$ cat src/rtl/multdiv_ctrl.sv
// -----------------------------------------------------------------------------
// multdiv_ctrl
//   Sequencer for the iterative multiply / divide datapaths. A one-cycle start
//   pulse moves the FSM through LOAD (operand latch), RUN (one step strobe per
//   iteration, counted by an FSM-owned counter) and DONE (one-cycle result_rdy
//   with exception flag).
//
//   Optional feature macro: MULTDIV_ABORT_EN
//     defined   : a start pulse in LOAD or RUN aborts the current operation
//                 (no result_rdy) and restarts in LOAD with the new op.
//     undefined : start pulses in LOAD or RUN are ignored.
//
// Ports
//   clk           rising-edge clock
//   reset         asynchronous active-low reset
//   ctrl_MULT     start multiply (pulse); wins over ctrl_DIV when both high
//   ctrl_DIV      start divide (pulse)
//   divisor_zero  divide datapath: latched divisor is zero (sampled in LOAD)
//   mult_ovf      multiply datapath: product overflow (sampled in DONE)
//   load          datapath latches operands
//   step          datapath performs one iteration
//   op_div        0 = multiply, 1 = divide; held for the whole operation
//   step_idx      current iteration index while step is high, else 0
//   busy          high in LOAD, RUN and DONE
//   result_rdy    one-cycle pulse, datapath result valid
//   exception     divide-by-zero / multiply overflow, only with result_rdy
// -----------------------------------------------------------------------------
module multdiv_ctrl #(
  parameter int MULT_STEPS = 32,
  parameter int DIV_STEPS  = 32,
  parameter int CNT_W      = 6
) (
  input  logic             clk,
  input  logic             reset,
  input  logic             ctrl_MULT,
  input  logic             ctrl_DIV,
  input  logic             divisor_zero,
  input  logic             mult_ovf,
  output logic             load,
  output logic             step,
  output logic             op_div,
  output logic [CNT_W-1:0] step_idx,
  output logic             busy,
  output logic             result_rdy,
  output logic             exception
);

  typedef enum logic [1:0] {
    S_IDLE = 2'd0,
    S_LOAD = 2'd1,
    S_RUN  = 2'd2,
    S_DONE = 2'd3
  } state_t;

  localparam logic [CNT_W-1:0] MULT_LAST = CNT_W'(MULT_STEPS - 1);
  localparam logic [CNT_W-1:0] DIV_LAST  = CNT_W'(DIV_STEPS - 1);

`ifdef MULTDIV_ABORT_EN
  localparam logic ABORT_EN = 1'b1;
`else
  localparam logic ABORT_EN = 1'b0;
`endif

  state_t           r_state;
  state_t           w_state_nxt;
  logic [CNT_W-1:0] r_cnt;
  logic [CNT_W-1:0] w_cnt_nxt;
  logic             r_op_div;
  logic             w_op_div_nxt;
  logic             r_dz;        // latched divide-by-zero flag
  logic             w_dz_nxt;
  logic             w_start;
  logic             w_abort;
  logic [CNT_W-1:0] w_last;

  assign w_start = ctrl_MULT | ctrl_DIV;
  assign w_abort = ABORT_EN & w_start;
  assign w_last  = r_op_div ? DIV_LAST : MULT_LAST;

  // State register.
  always_ff @(posedge clk or negedge reset) begin
    if (!reset) begin
      r_state <= S_IDLE;
    end else begin
      r_state <= w_state_nxt;
    end
  end

  // Datapath-side registers: iteration counter, op select, div-zero latch.
  always_ff @(posedge clk or negedge reset) begin
    if (!reset) begin
      r_cnt    <= {CNT_W{1'b0}};
      r_op_div <= 1'b0;
      r_dz     <= 1'b0;
    end else begin
      r_cnt    <= w_cnt_nxt;
      r_op_div <= w_op_div_nxt;
      r_dz     <= w_dz_nxt;
    end
  end

  // Next-state logic. A new start always selects multiply over divide, and
  // entering LOAD always clears the counter and the div-zero latch.
  always_comb begin
    w_state_nxt  = r_state;
    w_cnt_nxt    = r_cnt;
    w_op_div_nxt = r_op_div;
    w_dz_nxt     = r_dz;
    case (r_state)
      S_IDLE: begin
        w_cnt_nxt = {CNT_W{1'b0}};
        w_dz_nxt  = 1'b0;
        if (w_start) begin
          w_state_nxt  = S_LOAD;
          w_op_div_nxt = ~ctrl_MULT;
        end else begin
          w_state_nxt = S_IDLE;
        end
      end
      S_LOAD: begin
        w_cnt_nxt = {CNT_W{1'b0}};
        if (w_abort) begin
          w_state_nxt  = S_LOAD;
          w_op_div_nxt = ~ctrl_MULT;
          w_dz_nxt     = 1'b0;
        end else if (r_op_div && divisor_zero) begin
          // Divide by zero skips the iterations entirely.
          w_state_nxt = S_DONE;
          w_dz_nxt    = 1'b1;
        end else begin
          w_state_nxt = S_RUN;
          w_dz_nxt    = 1'b0;
        end
      end
      S_RUN: begin
        if (w_abort) begin
          w_state_nxt  = S_LOAD;
          w_op_div_nxt = ~ctrl_MULT;
          w_cnt_nxt    = {CNT_W{1'b0}};
          w_dz_nxt     = 1'b0;
        end else if (r_cnt == w_last) begin
          // Counter holds at the terminal value rather than wrapping.
          w_state_nxt = S_DONE;
        end else begin
          w_cnt_nxt = r_cnt + {{(CNT_W-1){1'b0}}, 1'b1};
        end
      end
      S_DONE: begin
        if (w_start) begin
          w_state_nxt  = S_LOAD;
          w_op_div_nxt = ~ctrl_MULT;
          w_cnt_nxt    = {CNT_W{1'b0}};
          w_dz_nxt     = 1'b0;
        end else begin
          w_state_nxt = S_IDLE;
        end
      end
      default: begin
        w_state_nxt  = S_IDLE;
        w_cnt_nxt    = {CNT_W{1'b0}};
        w_op_div_nxt = 1'b0;
        w_dz_nxt     = 1'b0;
      end
    endcase
  end

  // Outputs are pure decodes of registered state; mult_ovf is the only input
  // reaching an output, and only while in DONE.
  assign load       = (r_state == S_LOAD);
  assign step       = (r_state == S_RUN);
  assign result_rdy = (r_state == S_DONE);
  assign busy       = (r_state != S_IDLE);
  assign op_div     = busy & r_op_div;
  assign step_idx   = step ? r_cnt : {CNT_W{1'b0}};
  assign exception  = result_rdy & (r_op_div ? r_dz : mult_ovf);

endmodule

$ cat config.mk
export PLATFORM = sky130hd
export DESIGN_NAME = multdiv_ctrl
export DESIGN_NICKNAME = d
export VERILOG_FILES = /design/src/rtl/multdiv_ctrl.sv
export SDC_FILE = /design/constraint.sdc
export NUM_CORES = 1
export LEC_CHECK = 0
export BUFFER_PORTS_ARGS = -buffer_cell sky130_fd_sc_hd__buf_2
export CAP_MARGIN = 20
export CELL_PAD_IN_SITES_DETAIL_PLACEMENT = 2
export CELL_PAD_IN_SITES_GLOBAL_PLACEMENT = 2
export CORE_AREA = 2 2 50 52
export DETAILED_ROUTE_END_ITERATION = 16
export DIE_AREA = 0 0 52 54
export PLACE_DENSITY = 0.81
export SYNTH_ARGS = -nofsm -noshare
export SYNTH_HDL_FRONTEND = slang
export SYNTH_SLANG_ARGS = --single-unit
$ cat constraint.sdc
create_clock -name clk -period 4.3 [get_ports clk]
set_input_delay 0.43 -clock clk [delete_from_list [all_inputs] [get_ports clk]]
set_output_delay 0.43 -clock clk [all_outputs]
set_load 0.1 [all_outputs]
==> After elaboration in Yosys (flattened, before gate mapping) <==
Index checks and enable logic that the tools add are counted.
{ "totals": {"regBits": 10, "latch_bits": 0, "ram_bits": 0, "romBits": 0, "output_inout_bits": 12, "n_memories": 0} }
{ "op_classes": {"add_sub_neg": 1, "n_mul": 0, "div_mod_pow": 0, "order_cmp": 0, "eq_ne": 8, "shift": 0, "mux": 14, "bitwise_logic": 6, "reduce_logical": 9} }
{ "op_table": {"columns": ["op", "n"], "rows": [
  ["6-bit 2-to-1 mux", 3],
  ["6-bit case mux with 3 select lines", 1],
  ["1-bit 2-to-1 mux", 7],
  ["6-bit by 1-bit adder with 6-bit output, second input constant", 1],
  ["6-bit by 5-bit == test with 1-bit output, second input constant", 1],
  ["2-bit by 1-bit != test with 1-bit output, second input constant", 3],
  ["2-bit case mux with 3 select lines", 1],
  ["2-bit AND reduction", 3],
  ["2-bit OR reduction", 3],
  ["2-bit == test, second input constant", 2],
  ["1-bit NOT", 3],
  ["1-bit case mux with 3 select lines", 1],
  ["1-bit AND", 2],
  ["2-bit by 1-bit == test with 1-bit output, second input constant", 1],
  ["2-bit zero test", 1],
  ["2-bit 2-to-1 mux", 1],
  ["2-bit != test, second input constant", 1],
  ["2-bit nonzero test", 1],
  ["1-bit logical AND", 1],
  ["1-bit bitwise OR", 1]
]} }

==> Logic depth before layout (Yosys ltp) <==
{ "logic_depth": {"depth_word": 4, "depth_mapped": 6} }

==> Worst setup path after synthesis <==
No wires, ideal clock.
{ "synth_timing": {"path_kind": "register to output", "startpoint": "register r_state[0]", "endpoint": "output port exception", "arrival_time_ns": 2.646, "required_ns": 3.870, "path_slack_ns": 1.224, "path_stages_with_launch": 3, "cell_sequence": "dfrtp_1 ha_1 nor2b_1"} }
{ "synth_via": {"elab_chain_len": 2} }
{ "synth_lines": {"columns": ["item", "line_no", "rtl"], "rows": [
  ["from (decl)", "64", "state_t r_state;"],
  ["from (signal assigned)", "85", "r_state <= w_state_nxt;"],
  ["2-bit == test", "171", "assign result_rdy = (r_state == S_DONE);"],
  ["net result_rdy", "44", "output logic result_rdy,"],
  ["1-bit AND", "175", "assign exception = result_rdy & (r_op_div ? r_dz : mult_ovf);"],
  ["to (decl)", "45", "output logic exception"]
]} }
The timed path passes the listed nets, and every way through them passes these cells.

==> Worst setup path in the final report <==
{ "layout_timing": {"startpoint": "register r_state[0]", "endpoint": "output port step_idx[5]"} }
{ "layout_via": {"elab_chain_len": 2} }
{ "layout_lines": {"columns": ["item", "line_no", "rtl"], "rows": [
  ["2-bit == test", "170", "assign step = (r_state == S_RUN);"],
  ["6-bit 2-to-1 mux", "174", "assign step_idx = step ? r_cnt : {CNT_W{1'b0}};"],
  ["to (decl)", "42", "output logic [CNT_W-1:0] step_idx,"]
]} }
No other way between the ends.

==> results by group <==
Run status
  – Status: complete, no violations

STA
  – Highest Clock Rate: 425 MHz
  – Slew headroom: 40.3%
  – Minimum clock period: 2.35 ns
  – Period utilization: 54.8%
  – Min Hold Slack: 0.0281 ns
  – Slew Viols, Final: 0
  – Setup ws final: 1.95 ns
  – Clk_skew: 0.00479 ns
  – RSZ-0062 raised after global routing: no
  – Worst Tran Pin Value: 0.894 ns
  – Setup-failing EPs final: 0
  – Setup TNS: 0 ns
  – Final hold viol count: 0

Floorplan
  – Die H: 54 um
  – I/O pin count: 18
  – Starting Density: 29.0%
  – Std cell rows: 18
  – Die area: 2810 sq um
  – Die W: 52 um
  – Core ar.: 2320 sq um

Critical path
  – CP Capture Type: output port
  – WP data arrival: 1.92 ns
  – Startpoint types: flop
  – Critical path required time: 3.87 ns
  – Max Fanout on Critical Path: 17
  – Crit Path Category: reg2out

Synthesis
  – Seq/Total Area, Yosys: 37.2%
  – Total number of yosys warnings: 0
  – Post-synth ARST share: 100%
  – Mapped cell area: 673 sq um
  – Synth unique cells: 33
  – Flop and latch count out of synthesis: 10
  – Mean Syn Cell Area: 9.10 sq um
  – Post-synth EDFFs: 0
  – Mapped Cells: 74
  – Top cells by area, synth: dfrtp_1, ha_1, a221o_1
  – Cell taking the most area after synthesis: dfrtp_1
  – Top_reg_cell synth: dfrtp_1
  – Syn Nets: 85
  – Share of the synthesized area in the top cell type: 37.2%

Route
  – Remaining DRCs: 0
  – Initial DRC count: 5
  – Vias post-DR: 636
  – Drt via density: 5.30
  – WL final: 1.91 mm
  – DRT Pass-1 Iters: 4
  – Post-detailed-route wirelength per cell: 16.0 um
  – Antenna-violating nets left: 0

Global routing
  – Global route total overflow: 0
  – Initial antenna violation count: 0
  – Vias in the first global route: 657
  – First-pass GRT wire length: 3.06 mm
  – All-Layer GR Usage: 15.1%
  – Largest net degree at the start of global routing: 18

Clocking
  – Num CTS Buffers: 3
  – CTS tree: built
  – Setup bufs post-CTS: 0
  – CTS root buf: clkbuf_4
  – Hold buffer count at cts: 0
  – Clock Latency Late Sink: 0.26 ns
  – H-tree Lvls: 1
  – Worst-case clock buffer depth: 2
  – Post_cts resized: 0
  – Clock sink total: 10
  – Clock transition at the registers of the reported paths: 0.07 ns

Placed design
  – Final HPWL DP: 1.49 mm
  – GP Congestion: 0.734
  – Place WS: 2.22 ns
  – Port Buf Inserts: 17

Cells and area
  – ANT cells: 0
  – Layout cells sized above 1: 23.3%
  – Fill cells: 276
  – Commonest non-fill, non-tap cells in the layout: buf_2, dfrtp_1, inv_1, nand2_1, o21ai_0
  – Final nets: 103
  – Commonest non-fill, non-tap cell in the layout: buf_2
  – Area grow syn2layout: 19.1%

Worst hold path
  – HP Class: in2async

Pwr
  – Power density cells: 816 nW/um^2
  – LEAKAGE: 0.392 nW
  – VDD IR max: 0.000351 V

Flow run
  – Maxcap violations: 0
final cells by class:
class,instances,area (sq um),area share (%)
inverter,6,22.5,2.81
tap,30,37.5,4.68
clock buffer,3,22.5,2.81
sequential,10,250,31.2
timing repair buffer,17,85.1,10.6
multi-input combinational,54,384,47.9
cell families after synthesis:
kind of cell,Yosys count,share of synthesized area (%)
compound gates,22,23.1
fa+ha+maj,5,9.29
buf+inv,10,5.76
flops,10,37.2
mux,2,3.16
simple gates,25,21.6
synthesized netlist by cell type, drive strengths merged, types with 2 or more instances:
library cell / number
dfrtp: 10
inv: 6
nand2: 6
o21ai: 6
ha: 5
and2: 4
clkbuf: 4
nand3: 4
a21oi: 3
a221o: 3
nor2b: 2
power by group:
part	total, mW	internal [mW]	switching [mW]
combinational	0.438	0.0989	0.340
clock	0.0666	0.0323	0.0343
sequential	0.150	0.120	0.0300
flip-flops by register name (all words and copies together), names as in the netlist:
register,count
r_cnt,6
r_dz,1
r_op_div,1
r_state,2
final timing paths:
path	startpoint	endpoint	slack (ns)	depth (start not counted)
setup / recovery	r_state[0]	step_idx[5]	1.95	4
hold / removal	reset	r_op_div	0.03	1
setup reg to reg	r_state[0]	r_cnt[5]	2.34	4
hold reg to reg	r_dz	r_dz	0.54	2
max in group asynchronous	reset	r_cnt[5]	4.06	1
min in group clk	ctrl_MULT	r_op_div	0.40	2
layer usage:
metal	vias up	global-route usage, %	share of wire, %
met3	0	3.61	3.4
met4	0	3.95	0
li1	306	-	-
met2	12	27.6	51
met1	318	17.7	45
met5	-	0	0
through the flow:
stage                     std cells  utilization (%)  cell area (sq um)  total power, mW
after floorplan                  74                -                673            0.516
after global placement          117             33.6                779            0.573
after detailed placement        117             33.6                779            0.594
after CTS                       120             34.6                802            0.663
after global routing            120             34.6                802            0.692
final                           120             34.6                802            0.655
worst max-delay path: stages, from the launching register on:
cell and delay (ns):
dfrtp_1 0.42, inv_1 0.10, ha_1 0.48, and2_1 0.23
buf_2 0.43
Note: power is estimated with default switching activity, not from simulation.
